**src/rtl/p2_dec.sv**
```systemverilog
// Recovers x bits from p2 encoder state words and packs them MSB-first into BYTE_W words.
// Latency 1 cycle (all outputs registered); no backpressure, every en=1 sample is consumed.
module p2_dec #(
    parameter int BYTE_W = 8,
    parameter int CNT_W  = 4
) (
    input  logic              clk,
    input  logic              reset,
    input  logic [1:0]        a,
    input  logic              en,
    output logic              x_out,
    output logic              x_vld,
    output logic              err,
    output logic [BYTE_W-1:0] word_out,
    output logic              word_vld,
    output logic [CNT_W-1:0]  err_cnt
);

    localparam int BC_W = (BYTE_W > 1) ? $clog2(BYTE_W) : 1;
    localparam logic [BC_W-1:0] LAST = BC_W'(BYTE_W - 1);

    logic [1:0]        pa;
    logic              have_prev;
    logic [BC_W-1:0]   bit_cnt;
    logic [BYTE_W-1:0] shreg;
    logic [BYTE_W-1:0] sh_next;
    logic              is_one;
    logic              is_zero;
    logic              is_amb;
    logic              is_ill;

    always_comb begin
        is_one  = 1'b0;
        is_zero = 1'b0;
        is_amb  = 1'b0;
        case ({pa, a})
            4'b0000, 4'b1010, 4'b1111: is_one  = 1'b1;
            4'b0001, 4'b1001, 4'b1101: is_zero = 1'b1;
            4'b0110:                   is_amb  = 1'b1;
            default:                   ;
        endcase
        is_ill  = !(is_one || is_zero || is_amb);
        sh_next = {shreg[BYTE_W-2:0], is_one};
    end

    always_ff @(posedge clk or negedge reset) begin
        if (!reset) begin
            pa        <= 2'b00;
            have_prev <= 1'b0;
            bit_cnt   <= '0;
            shreg     <= '0;
            x_out     <= 1'b0;
            x_vld     <= 1'b0;
            err       <= 1'b0;
            word_out  <= '0;
            word_vld  <= 1'b0;
            err_cnt   <= '0;
        end else begin
            x_vld    <= 1'b0;
            err      <= 1'b0;
            word_vld <= 1'b0;
            if (en) begin
                pa        <= a;
                have_prev <= 1'b1;
                if (have_prev) begin
                    if (is_one || is_zero) begin
                        x_out <= is_one;
                        x_vld <= 1'b1;
                        shreg <= sh_next;
                        if (bit_cnt == LAST) begin
                            word_out <= sh_next;
                            word_vld <= 1'b1;
                            bit_cnt  <= '0;
                        end else begin
                            bit_cnt <= bit_cnt + 1'b1;
                        end
                    end else if (is_ill) begin
                        // partial word is dropped so the next word starts clean
                        err     <= 1'b1;
                        bit_cnt <= '0;
                        shreg   <= '0;
                        if (err_cnt != '1)
                            err_cnt <= err_cnt + 1'b1;
                    end
                end
            end
        end
    end

endmodule

```
**config.mk**
```make
export PLATFORM = sky130hd
export DESIGN_NAME = p2_dec
export DESIGN_NICKNAME = d
export VERILOG_FILES = /design/src/rtl/p2_dec.sv
export SDC_FILE = /design/constraint.sdc
export NUM_CORES = 1
export LEC_CHECK = 0
export CAP_MARGIN = 20
export CORE_AREA = 2 2 56 58
export CTS_CLUSTER_SIZE = 14
export DETAILED_ROUTE_END_ITERATION = 16
export DIE_AREA = 0 0 58 60
export PLACE_DENSITY = 0.75
export RECOVER_POWER = 100
export SLEW_MARGIN = 20
export SYNTH_ARGS = -nofsm -noshare
export SYNTH_HDL_FRONTEND = slang
export SYNTH_SLANG_ARGS = --single-unit
```
**constraint.sdc**
```tcl
create_clock -name clk -period 3.3 [get_ports clk]
set_input_delay 0.33 -clock clk [delete_from_list [all_inputs] [get_ports clk]]
set_output_delay 0.33 -clock clk [all_outputs]
set_load 0.02 [all_outputs]
```
* Word-level counts from Yosys, hierarchy flattened
Index checks and enable logic that the tools add are counted.
** Storage, ports and cells
- Flip-flop bits (word level) :: 29
- Input bits :: 5
- Output and inout bits :: 16
- Word-level logic and storage cells :: 51
** Cells by class
- $add $sub $neg :: 2
- Equality and inequality tests :: 9
- Muxes and demuxes :: 19
- Bitwise logic cells :: 2
- Reductions and logical operators :: 9
** Operator list (count)
- $eq A4 B4 Y1 const B :: 4
- $mux W1 :: 14
- $mux W7 :: 2
- $mux W3 :: 3
- $reduce_and A3 Y1 :: 2
- $reduce_or A3 Y1 :: 2
- $reduce_and A5 Y1 :: 1
- $add A4 B1 Y4 const B :: 1
- $eq A4 B1 Y1 const B :: 1
- $eq A4 B3 Y1 const B :: 1
- $logic_not A4 Y1 :: 1
- $ne A4 B4 Y1 const B :: 1
- $reduce_and A4 Y1 :: 1
- $add A3 B1 Y3 const B :: 1
- $eq A3 B3 Y1 const B :: 1
- $logic_or A1 B1 Y1 :: 2
- $ne A2 B1 Y1 const B :: 1
- $not A1 Y1 :: 2

* Logic depth before layout (Yosys ltp)
Gate-level depths: netlist of run 1.
- Depth in word-level cells :: 9
- Mapped depth :: 6

* Worst setup path before layout of run 1
No wires, ideal clock.
- Kind :: register to register
- Start :: reg err_cnt[0]
- End :: reg err_cnt[1]
- Setup time :: 128 ps
- Arrival :: 1486 ps
- Data required time :: 3172 ps
- Slack :: 1687 ps
- Cell stages (with the launch flop) :: 6
- Clock period less this slack :: 1613 ps
- Path through :: dfrtp_1 > ha_1 > and3_1 > nor4_1 > a21oi_1 > mux2_1
** Between the ends
- Word-level cells in the longest chain between the ends :: 2
** RTL lines
- start, declared :: RTL line 16 : output logic [CNT_W-1:0] err_cnt
- start signal, assigned :: RTL line 83 : err_cnt <= err_cnt + 1'b1;
- parallel branches: the longest is 2 deep, another holds $add A4 B1 Y4
Parallel ways; which one is timed is not known.
A chain may end at the register's enable or synchronous reset.

* Final worst setup path of run 1
- Start :: in en
- End :: reg bit_cnt[0]
** Between the ends
- Word-level cells in the longest chain between the ends :: 1
** RTL lines
- start, declared :: RTL line 10 : input logic en,
- $reduce_and A3 Y1 (no line)
- end signal, assigned :: RTL line 75 : bit_cnt <= bit_cnt + 1'b1;
- end, declared :: RTL line 24 : logic [BC_W-1:0] bit_cnt;
No other way between the ends.

==> results of run 1 <==
power breakdown:
group | internal [mW] | switching, mW
clock | 0.100 | 0.117
sequential | 0.397 | 0.0468
combinational | 0.104 | 0.120
synth_stat cells (2+ instances only):
master / number / area [µm²]
sky130_fd_sc_hd__ha_1: 3 / 37.54
sky130_fd_sc_hd__nand2b_1: 3 / 18.77
sky130_fd_sc_hd__mux2_2: 2 / 22.52
sky130_fd_sc_hd__o211ai_1: 3 / 22.52
sky130_fd_sc_hd__nand2_1: 23 / 86.33
sky130_fd_sc_hd__and3_1: 5 / 31.28
sky130_fd_sc_hd__buf_4: 2 / 15.01
sky130_fd_sc_hd__nor2_1: 6 / 22.52
sky130_fd_sc_hd__a22oi_1: 2 / 15.01
sky130_fd_sc_hd__buf_2: 2 / 10.01
sky130_fd_sc_hd__buf_6: 2 / 22.52
sky130_fd_sc_hd__a21oi_1: 8 / 40.04
sky130_fd_sc_hd__o21ai_0: 4 / 20.02
sky130_fd_sc_hd__nand3b_1: 2 / 15.01
sky130_fd_sc_hd__nor4_1: 2 / 12.51
sky130_fd_sc_hd__mux2_1: 3 / 33.78
sky130_fd_sc_hd__o21ai_2: 2 / 17.52
sky130_fd_sc_hd__nand3_1: 5 / 25.02
sky130_fd_sc_hd__xnor2_1: 3 / 26.28
sky130_fd_sc_hd__mux2_4: 7 / 105.1
sky130_fd_sc_hd__dfrtp_1: 29 / 725.7
per-layer routing:
metal / up-vias / wire length (µm)
met4: 0 / 54
met3: 4 / 119
met2: 24 / 1258
met5: - / 0
met1: 504 / 1172
li1: 521 / -
state kept, by name, indices dropped and copies added, names as in the netlist, 2 cells and up:
register	cells
pa	2
word_out	8
bit_cnt	3
err_cnt	4
shreg	7
how the worst max path moves through the flow:
stage	start	to	slack, ns
2_1_floorplan	err_cnt[0]$_DFFE_PN0P_	err_cnt[1]$_DFFE_PN0P_	1.69
3_3_place_gp	a[1]	word_out[2]$_DFFE_PN0P_	1.11
3_5_place_dp	a[1]	word_out[2]$_DFFE_PN0P_	1.11
4_1_cts	a[1]	word_out[1]$_DFFE_PN0P_	1.46
5_1_grt	en	bit_cnt[0]$_DFFE_PN0P_	0.95
6_report	en	bit_cnt[0]$_DFFE_PN0P_	1.10
cells by family (layout without fill, tap and decap cells):
logic type               after synthesis  after routing  synth area share (%)
multiplexers                          12             12                 10.99
XOR/XNOR                               4              4                 2.385
adder cells (fa/ha/maj)                3              3                 2.556
buffers and inverters                  8             29                 3.747
AND/OR/NAND/NOR                       55             55                 19.08
AO/OA/AOI/OAI                         25             25                 11.84
flip-flops                            29             29                 49.40
area by class of cell:
| type | count | area, µm² |
|---|---|---|
| multi-input cells | 99 | 656.9 |
| well taps | 33 | 41.29 |
| clock buffers | 7 | 55.05 |
| repair buffers | 21 | 203.9 |
| inverters | 1 | 3.754 |
| flip-flops and latches | 29 | 725.7 |
| fillers | 259 | 1216 |
worst min-delay path, delay by kind of cell, from the launching register on:
| family | cells | cell delay [ns] |
|---|---|---|
| flip-flops | 1 | 0.36 |
| AO/OA/AOI/OAI | 1 | 0.05 |
| AND/OR/NAND/NOR | 1 | 0.05 |
==> reports/results.env, run 1 <==
FINAL_COMMON_CELL='sky130_fd_sc_hd__dfrtp_1'
DR_TOTAL_VIAS=1053
SYNTHARSTFLOPSHARE_PCT=100.0
CTSLONGESTPATHBUFFERS=2
AVGROUTEDWIREPERCELL_UM=13.71
CTSRESIZECOUNT=0
TIMING.CRITICAL_PATH.FANOUT_MAX=10
WORST_SETUP_HOLD_PATH_CLK_SLEW_NS=0.08
SYN-INSTANCE-COUNT=136
YOSYSSEQAREASHARE_PCT=49.40
BOUNDARYPINS=21
FIN_NETS=165
GRT_USE_MET1_PCT=21.85
WORST-R2R-CELL-COUNT=4
FINALPOWER_mW=0.8850
SYNTH_WARNINGS=0
WORST_CLOCK_SKEW_ON_THE_FINAL_LAYOUT_NS=0.003399
SYN_NETS=144
SYNTH_REGISTER_BITS=29
GR-USAGE-MET2_PCT=26.79
CTS_HTREE_LEVELS=2
ANT_CELLS=0
HOLD_PATH_STARTPOINT='bit_cnt[1]$_DFFE_PN0P_'
CP-START-KIND='primary input'
MAX_STAGE_DELAY_NS=0.69
HOLDBUFCOUNTCTS=0
UNREPAIRED_SETUP_ENDPOINTS_AFTER_GLOBAL_ROUTING='false'
TIMING.FINAL.SETUP_VIOLATIONS=0
ENDPOINT_KIND='flip-flop'
ROUTABILITYCONGESTION=0.8431
NUMBER_OF_DETAILED_ROUTE_ITERATIONS_IN_THE_FIRST_PASS=4
FLOW.AREA_GROWTH_FROM_SYNTHESIS_PCT=14.82
FINAL_UTIL_PCT=58.10
FINAL_HOLD_VIOL_COUNT=0
CORE.ROWCOUNT=20
TIMING.CRITICAL_PATH.ARRIVAL_NS=2.45
SYNTH_AREA_PER_INST_UM2=10.80
CTS_BUFFERS=5
DIE_W_UM=58
SETUP_TNS_NS=0
TIMING.SLEW.HEADROOM_PCT=-2.425
GRT_ANTENNA_BEFORE_REPAIR=0
WORST_R2R_STARTPOINT='pa[0]$_DFFE_PN0P_'
TIMING.FINAL.CRIT_SHARE_PCT=66.55
TIMING.HOLD.WORST.CLASS='reg -> reg'
CRIT_SLOWEST_CELL='sky130_fd_sc_hd__dlygate4sd3_1'
VIA_COUNT_OF_THE_FIRST_GLOBAL_ROUTING_PASS=957
CP.REQUIRED_NS=3.55
CP_NUM_CELLS=5
IR_WORST_VDD_V=0.0004584
CPLARGESTDELAYFAMILY='simple AND/OR/NAND/NOR gates'
POWER.DENSITY_CELL_AREA_nW_PER_UM2=524.7
PIN_COUNT_OF_THE_BIGGEST_NET_ENTERING_GLOBAL_ROUTING=30
INITIAL_CORE_UTIL_PCT=50.60
POST_LAYOUT_NONFILLER_INSTANCES=190
CLK_LATENCY_NS=0.32
GRT_PASS1_WL_UM=4360
FINAL_DESIGN_AREA_NO_FILL_UM2=1687
POSTROUTEANTENNANETS=0
MAX_CLOCK_FREQ_GHz=0.4553
FP.DIEAREA_UM2=3480
POST-ROUTE-MIN-PERIOD_NS=2.196
CTS_TREE='done'
POST_CTS.REPAIR.SETUP_BUFFERS=0
GLOBALROUTEOVERFLOWTOTAL=0
SYNTH_EDF_COUNT=0
POST_ROUTE_CELLS_DRIVE_ABOVE_1_SHARE_PCT=8.917
CP.BUFFERS_INVERTERS=1
CTS.SINKS=29
R2R_END='bit_cnt[0]$_DFFE_PN0P_'
DR.FIRST_ITER.DRC_COUNT=25
PLACE_AREA_UM2=1667
DP_CELLS=183
RUN_STATUS='complete, but fails checks'
NETLIST_AREA_UM2=1469
DETAIL_ROUTE.VIAS_PER_CELL=5.542
SETUP_WS_NS=1.104
ROUTE.DETAILED.DRC=0
DRT_WL_TOTAL_UM=2604
WORST_HOLD_SLACK_NS=0.4927
WORST-SETUP-PATH-TYPE='in -> reg'
TIMING_MAX_TRANSITION_VIOLATIONS_FINAL=30
HOLD-PATH-ENDPOINT='bit_cnt[1]$_DFFE_PN0P_'
GROUTE.USAGE.OVERALL_PCT=17.41
IO_BUFFER_COUNT=20
DIE_HEIGHT_UM=60
MOST_HEAVILY_USED_METAL_LAYER_IN_GLOBAL_ROUTING='met2'
CTS-ROOT-BUF='sky130_fd_sc_hd__clkbuf_4'
DETAILEDPLACEMENTHPWL_UM=1860
HOLD-PATH-CELL-COUNT=2
POWER.STATIC_LEAKAGE_nW=0.7843
VIOLATED_CHECKS='capacitance limit, slew limit'
REG2REG_SETUP_SLACK_NS=1.35
CAP_VIOL_MAX_COUNT=1
CP_CELL_INSTANCES='dlygate4sd3_1 -> and2_0 -> o21ai_0 -> or3_1 -> o21ai_1'
GR-USAGE-MET3_PCT=5.844
DP_WORST_SETUP_SLACK_NS=1.108
SYNTH_CELL_TYPE_COUNT=39
CORE_AREA_UM2=2903
WORST_SLEW_PIN_SLEW_NS=1.536
SYNTH_FF_TYPE='sky130_fd_sc_hd__dfrtp_1'
LAYOUT.CELLS.MOST_COMMON_LIST='sky130_fd_sc_hd__dfrtp_1, sky130_fd_sc_hd__nand2_1, sky130_fd_sc_hd__dlygate4sd3_1, sky130_fd_sc_hd__mux2_1, sky130_fd_sc_hd__a21oi_1'
Note: power is estimated with default switching activity, not from simulation.
==> run 2, diff against run 1 <==
==> constraint.sdc (replaced) <==
create_clock -name clk -period 2.1 [get_ports clk]
set_input_delay 0.21 -clock clk [delete_from_list [all_inputs] [get_ports clk]]
set_output_delay 0.21 -clock clk [all_outputs]
set_load 0.02 [all_outputs]
==> reports/results.env, run 2 (synthesized netlist as in run 1, its figures left out) <==
RUN_STATUS='complete, but fails checks'
VIOLATED_CHECKS='capacitance limit, slew limit'
WORST_HOLD_SLACK_NS=0.4929  # +0.0002060 ns
CTS.SINKS=29  # unchanged
WORST-SETUP-PATH-TYPE='in -> reg'
CTSLONGESTPATHBUFFERS=2  # unchanged
PIN_COUNT_OF_THE_BIGGEST_NET_ENTERING_GLOBAL_ROUTING=30  # unchanged
SETUP_TNS_NS=0  # unchanged
FIN_NETS=169  # +2.4%
MAX_CLOCK_FREQ_GHz=0.5408
WORST_SETUP_HOLD_PATH_CLK_SLEW_NS=0.10  # +0.02 ns
FLOW.AREA_GROWTH_FROM_SYNTHESIS_PCT=15.50
IO_BUFFER_COUNT=20  # unchanged
DETAILEDPLACEMENTHPWL_UM=1988  # +6.9%
WORST_SLEW_PIN_SLEW_NS=1.532  # -0.004484 ns
HOLD_PATH_STARTPOINT='word_out[5]$_DFFE_PN0P_'
TIMING.FINAL.SETUP_VIOLATIONS=0  # unchanged
TIMING.FINAL.CRIT_SHARE_PCT=88.06
TIMING.HOLD.WORST.CLASS='reg -> reg'
FINAL_HOLD_VIOL_COUNT=0  # unchanged
REG2REG_SETUP_SLACK_NS=0.29  # -1.06 ns
HOLD-PATH-CELL-COUNT=1  # -1
MULTI_INPUT_COMB_AREA_UM2=640.6  # -2.5%
POSTROUTEANTENNANETS=0  # unchanged
GROUTE.USAGE.OVERALL_PCT=19.13  # +1.7 points
DR.FIRST_ITER.DRC_COUNT=48  # +92%
GRT_ANTENNA_BEFORE_REPAIR=0  # unchanged
POST_ROUTE_CELLS_DRIVE_ABOVE_1_SHARE_PCT=9.877  # +0.96 points
TIMING.CRITICAL_PATH.ARRIVAL_NS=2.11  # -0.34 ns
CP-START-KIND='primary input'
DIE_W_UM=58  # unchanged
DR_TOTAL_VIAS=1083  # +2.8%
POST-ROUTE-MIN-PERIOD_NS=1.849
INITIAL_CORE_UTIL_PCT=50.60  # unchanged
CORE_AREA_UM2=2903  # unchanged
DIE_HEIGHT_UM=60  # unchanged
GRT_PASS1_WL_UM=4795  # +10%
POST_CTS.REPAIR.SETUP_BUFFERS=0  # unchanged
TIMING.CRITICAL_PATH.FANOUT_MAX=10  # unchanged
ROUTE.DETAILED.DRC=0  # unchanged
CTS_BUFFERS=5  # unchanged
CTS_HTREE_LEVELS=2  # unchanged
IR_WORST_VDD_V=0.0005746  # +25%
PLACE_AREA_UM2=1697  # +1.8%
TIMING_MAX_TRANSITION_VIOLATIONS_FINAL=30  # unchanged
ANT_CELLS=0  # unchanged
CP.REQUIRED_NS=2.36  # -1.19 ns
CORE.ROWCOUNT=20  # unchanged
DETAIL_ROUTE.VIAS_PER_CELL=5.554  # +0.21%
REGISTERS.TOP_BY_FF_COUNT='word_out'
ENDPOINT_KIND='flip-flop'
AVGROUTEDWIREPERCELL_UM=14.56  # +6.2%
CAP_VIOL_MAX_COUNT=1  # unchanged
WORST_R2R_STARTPOINT='pa[1]$_DFFE_PN0P_'
FF_LATCH_AREA_UM2=725.7  # unchanged
UNREPAIRED_SETUP_ENDPOINTS_AFTER_GLOBAL_ROUTING='false'
LAYOUT.CELLS.MOST_COMMON_LIST='sky130_fd_sc_hd__dfrtp_1, sky130_fd_sc_hd__nand2_1, sky130_fd_sc_hd__dlygate4sd3_1, sky130_fd_sc_hd__mux2_1, sky130_fd_sc_hd__a21oi_1'
GLOBALROUTEOVERFLOWTOTAL=0  # unchanged
WORST-R2R-CELL-COUNT=4  # unchanged
FILLERS=251  # -3.1%
NUMBER_OF_DETAILED_ROUTE_ITERATIONS_IN_THE_FIRST_PASS=5  # +1
POWER.DENSITY_CELL_AREA_nW_PER_UM2=818.5  # +56%
REG.LARGEST.LIST='word_out: 8 flops, shreg: 7 flops, err_cnt: 4 flops'
DRT_WL_TOTAL_UM=2839  # +9.0%
FLIP_FLOP_COUNT_OF_THE_LARGEST_REGISTER_ALL_COPIES_AND_WORDS_ADDED=8  # unchanged
CTS_TREE='done'
ROUTABILITYCONGESTION=0.8055  # -4.5%
WORST_CLOCK_SKEW_ON_THE_FINAL_LAYOUT_NS=0.007890  # +0.004492 ns
HOLDBUFCOUNTCTS=0  # unchanged
CTS-ROOT-BUF='sky130_fd_sc_hd__clkbuf_4'
FINAL_DESIGN_AREA_NO_FILL_UM2=1697  # +0.59%
R2R_END='word_out[6]$_DFFE_PN0P_'
CLK_LATENCY_NS=0.34  # +0.02 ns
FP.DIEAREA_UM2=3480  # unchanged
BOUNDARYPINS=21  # unchanged
VIA_COUNT_OF_THE_FIRST_GLOBAL_ROUTING_PASS=1083  # +13%
FINAL_COMMON_CELL='sky130_fd_sc_hd__dfrtp_1'
POWER.STATIC_LEAKAGE_nW=0.7902  # +0.75%
HOLD-PATH-ENDPOINT='word_out[5]$_DFFE_PN0P_'
CTSRESIZECOUNT=0  # unchanged
TIMING.SLEW.HEADROOM_PCT=-2.126  # +0.30 points
[run 2: worst max path at each step]
stage / startpoint / endpoint / slack, ns
final: en / bit_cnt[0]$_DFFE_PN0P_ / 0.25
after global routing: en / bit_cnt[0]$_DFFE_PN0P_ / 0.13
after CTS: pa[1]$_DFFE_PN0P_ / word_out[6]$_DFFE_PN0P_ / 0.35
after detailed placement: a[1] / word_out[6]$_DFFE_PN0P_ / 0.08
after global placement: en / err_cnt[2]$_DFFE_PN0P_ / 0.14
after floorplan: err_cnt[0]$_DFFE_PN0P_ / err_cnt[1]$_DFFE_PN0P_ / 0.49
[run 2: critical path: stages]
cell and delay, ns:
sky130_fd_sc_hd__clkdlybuf4s50_1 0.63, sky130_fd_sc_hd__and2_0 0.40, sky130_fd_sc_hd__o21ai_1 0.34, sky130_fd_sc_hd__or3_1 0.40
sky130_fd_sc_hd__o21ai_1 0.13
[run 2: through the flow]
stage	util (%)	power (mW)	std cells	setup WS [ns]
after detailed placement	58.45	1.096	187	0.08269
after floorplan	-	0.9402	136	0.4866
after CTS	60.34	1.435	195	0.3482
after global routing	58.45	1.478	195	0.1341
final	58.45	1.389	195	0.2508
after global placement	58.45	1.080	187	0.1444
[run 2: layout make-up]
| cell class | instances | share of cell area, % |
|---|---|---|
| Inverter | 1 | 0.2212 |
| Clock buffer | 5 | 2.212 |
| Clock inverter | 3 | 1.032 |
| Multi-Input combinational cell | 99 | 37.76 |
| Sequential cell | 29 | 42.77 |
| Timing Repair Buffer | 25 | 13.57 |
| Tap cell | 33 | 2.434 |
[run 2: report_power, final]
| group | switching (mW) | leakage (nW) | internal (mW) | total, mW |
|---|---|---|---|---|
| combinational | 0.195 | 0.388 | 0.167 | 0.362 |
| clock | 0.209 | 0.0310 | 0.126 | 0.335 |
| sequential | 0.0675 | 0.372 | 0.625 | 0.692 |
| total | 0.471 | 0.790 | 0.917 | 1.39 |
[run 2: metal layers]
metal / global-route usage (%) / part of all wire [%]
met1: 21.48 / 43
met2: 31.49 / 51
met3: 8.225 / 5.5
met4: 8.970 / 0.53
met5: 0 / 0
==> run 3, diff against run 2 <==
--- a/config.mk
+++ b/config.mk
@@ -6,11 +6,11 @@
 export NUM_CORES = 1
 export LEC_CHECK = 0
 export CAP_MARGIN = 20
-export CORE_AREA = 2 2 56 58
+export CORE_AREA = 2 2 41 80
 export CTS_CLUSTER_SIZE = 14
 export DETAILED_ROUTE_END_ITERATION = 16
-export DIE_AREA = 0 0 58 60
-export PLACE_DENSITY = 0.75
+export DIE_AREA = 0 0 43 82
+export PLACE_DENSITY = 0.73
 export RECOVER_POWER = 100
 export SLEW_MARGIN = 20
 export SYNTH_ARGS = -nofsm -noshare
==> reports/results.env, run 3 (synthesized netlist as in run 1, its figures left out) <==
RUN_STATUS='completed'
FIN_NETS=168  # -0.59%
SETUP_TNS_NS=0  # unchanged
CORE.ROWCOUNT=28  # +40%
DRT_WL_TOTAL_UM=2985  # +5.1%
POWER.STATIC_LEAKAGE_nW=0.8336  # +5.5%
FLIP_FLOP_COUNT_OF_THE_LARGEST_REGISTER_ALL_COPIES_AND_WORDS_ADDED=8  # unchanged
FLOW.AREA_GROWTH_FROM_SYNTHESIS_PCT=21.04
PIN_COUNT_OF_THE_BIGGEST_NET_ENTERING_GLOBAL_ROUTING=30  # unchanged
TIMING.HOLD.WORST.CLASS='reg -> reg'
TIMING.SLEW.HEADROOM_PCT=52.35  # +54 points
WORST_R2R_STARTPOINT='pa[0]$_DFFE_PN0P_'
FILLERS=276  # +10%
CTSRESIZECOUNT=0  # unchanged
WORST-SETUP-PATH-TYPE='in -> reg'
NUMBER_OF_DETAILED_ROUTE_ITERATIONS_IN_THE_FIRST_PASS=4  # -1
IO_BUFFER_COUNT=20  # unchanged
REGISTERS.TOP_BY_FF_COUNT='word_out'
FINAL_COMMON_CELL='sky130_fd_sc_hd__dfrtp_1'
POST-ROUTE-MIN-PERIOD_NS=1.943  # +0.09345 ns
REG2REG_SETUP_SLACK_NS=0.31  # +0.02 ns
CTS-ROOT-BUF='sky130_fd_sc_hd__clkbuf_8'
CELLINTERNALPOWER_mW=1.265  # +38%
CTS_HTREE_LEVELS=2  # unchanged
CTS.SINKS=29  # unchanged
WORST_SETUP_HOLD_PATH_CLK_SLEW_NS=0.06  # -0.04 ns
DIE_W_UM=43  # -26%
FP.DIEAREA_UM2=3526  # +1.3%
SWITCHINGPOWER_mW=0.4873  # +3.4%
CTS_BUFFERS=5  # unchanged
IR_WORST_VDD_V=0.0006667  # +16%
UNREPAIRED_SETUP_ENDPOINTS_AFTER_GLOBAL_ROUTING='false'
P_COMB_SHARE_PCT=20.7  # -5.3 points
CRIT_PATH_START='en'
CORE_AREA_UM2=2943  # +1.4%
CP.REQUIRED_NS=2.31  # -0.05 ns
CTSLONGESTPATHBUFFERS=2  # unchanged
AVGROUTEDWIREPERCELL_UM=15.63  # +7.3%
DIE_HEIGHT_UM=82  # +37%
FINAL_HOLD_VIOL_COUNT=0  # unchanged
DETAILEDPLACEMENTHPWL_UM=2140  # +7.6%
MAX_CLOCK_FREQ_GHz=0.5148  # -4.8%
POST_CTS.REPAIR.SETUP_BUFFERS=0  # unchanged
BOUNDARYPINS=21  # unchanged
TIMING.FINAL.SETUP_VIOLATIONS=0  # unchanged
CLK_LATENCY_NS=0.28  # -0.06 ns
SEQ_POWER_SHARE_PCT=40.0  # -9.8 points
ENDPOINT_KIND='flip-flop'
HOLD_PATH_STARTPOINT='word_out[7]$_DFFE_PN0P_'
CTS_TREE='done'
TIMING.CRITICAL_PATH.FANOUT_MAX=8  # -2
GROUTE.USAGE.OVERALL_PCT=18.08  # -1.1 points
CAP_VIOL_MAX_COUNT=0  # -1
WORST_CLOCK_SKEW_ON_THE_FINAL_LAYOUT_NS=0.006320  # -0.001570 ns
POWER.DENSITY_CELL_AREA_nW_PER_UM2=985.5  # +20%
VIA_COUNT_OF_THE_FIRST_GLOBAL_ROUTING_PASS=1012  # -6.6%
ANT_CELLS=0  # unchanged
ROUTE.DETAILED.DRC=0  # unchanged
WORST_SLEW_PIN_SLEW_NS=0.7148  # -0.8171 ns
GRT_PASS1_WL_UM=4685  # -2.3%
FINALPOWER_mW=1.752  # +26%
REG.LARGEST.LIST='word_out: 8 flops, shreg: 7 flops, err_cnt: 4 flops'
ROUTABILITYCONGESTION=0.9015  # +12%
CP-START-KIND='primary input'
POWER_FRAC_CLOCK_PCT=39.3  # +15 points
HOLDBUFCOUNTCTS=0  # unchanged
POST_ROUTE_CELLS_DRIVE_ABOVE_1_SHARE_PCT=11.18  # +1.3 points
GRT_ANTENNA_BEFORE_REPAIR=0  # unchanged
GLOBALROUTEOVERFLOWTOTAL=0  # unchanged
POSTROUTEANTENNANETS=0  # unchanged
DETAIL_ROUTE.VIAS_PER_CELL=5.754  # +3.6%
LAYOUT.CELLS.MOST_COMMON_LIST='sky130_fd_sc_hd__dfrtp_1, sky130_fd_sc_hd__nand2_1, sky130_fd_sc_hd__dlygate4sd3_1, sky130_fd_sc_hd__mux2_1, sky130_fd_sc_hd__a21oi_1'
DR.FIRST_ITER.DRC_COUNT=19  # -60%
FRACTION_OF_POWER_SPENT_SWITCHING_NETS_PCT=27.81  # -6.1 points
TIMING.FINAL.CRIT_SHARE_PCT=92.51  # +4.4 points
INITIAL_CORE_UTIL_PCT=49.91  # -0.69 points
TIMING_MAX_TRANSITION_VIOLATIONS_FINAL=0  # -100%
DR_TOTAL_VIAS=1099  # +1.5%
TIMING.CRITICAL_PATH.ARRIVAL_NS=2.15  # +0.04 ns
## run 3: power groups by stage
stage	combinational [mW]	clock [mW]	sequential (mW)
after floorplan	0.196	0	0.744
after global placement	0.373	0	0.710
after detailed placement	0.383	0	0.713
after CTS	0.389	0.707	0.706
after global routing	0.397	0.732	0.714
final	0.362	0.689	0.701
## run 3: final cells by class
type	count	area (µm²)	area share [%]
Clock buffer	5	68.82	3.871
Clock inverter	3	65.06	3.659
Inverter	1	3.754	0.2111
Multi-Input combinational cell	99	649.4	36.52
Sequential cell	29	725.7	40.82
Tap cell	30	37.54	2.111
Timing Repair Buffer	24	227.7	12.81
## run 3: final timing paths
kind / to / depth (start not counted)
max in group asynchronous: err_cnt[0]$_DFFE_PN0P_ / 2
setup / recovery: bit_cnt[0]$_DFFE_PN0P_ / 5
hold / removal: word_out[7]$_DFFE_PN0P_ / 1
hold reg to reg: word_out[7]$_DFFE_PN0P_ / 1
min in group asynchronous: bit_cnt[0]$_DFFE_PN0P_ / 2
setup reg to reg: shreg[3]$_DFFE_PN0P_ / 4
## run 3: worst max-delay path: stages
cell and delay (ns):
sky130_fd_sc_hd__dlygate4sd3_1 0.73, sky130_fd_sc_hd__and2_0 0.42, sky130_fd_sc_hd__o21ai_0 0.30, sky130_fd_sc_hd__or3_1 0.37
sky130_fd_sc_hd__o21ai_1 0.12
## run 3: layer usage
metal / track usage [%] / share of wire [%] / vias up
met5: 0 / 0 / -
met3: 4.176 / 3.5 / 8
met4: 8.788 / 2.3 / 0
met2: 34.70 / 57 / 30
li1: - / - / 530
met1: 17.37 / 37 / 531
## run 3: metrics by stage
| stage | worst slack, ns | cell area (µm²) | utilization [%] | hold slack [ns] | std cells |
|---|---|---|---|---|---|
| after global placement | 0.1270 | 1685 | 57.27 | 0.4633 | 183 |
| final | 0.1573 | 1778 | 60.42 | 0.4875 | 191 |
| after CTS | 0.3130 | 1819 | 61.82 | 0.3227 | 191 |
| after floorplan | 0.4866 | 1469 | - | -0.08559 | 136 |
| after detailed placement | 0.07954 | 1685 | 57.27 | 0.4872 | 183 |
| after global routing | 0.1339 | 1778 | 60.42 | 0.5099 | 191 |
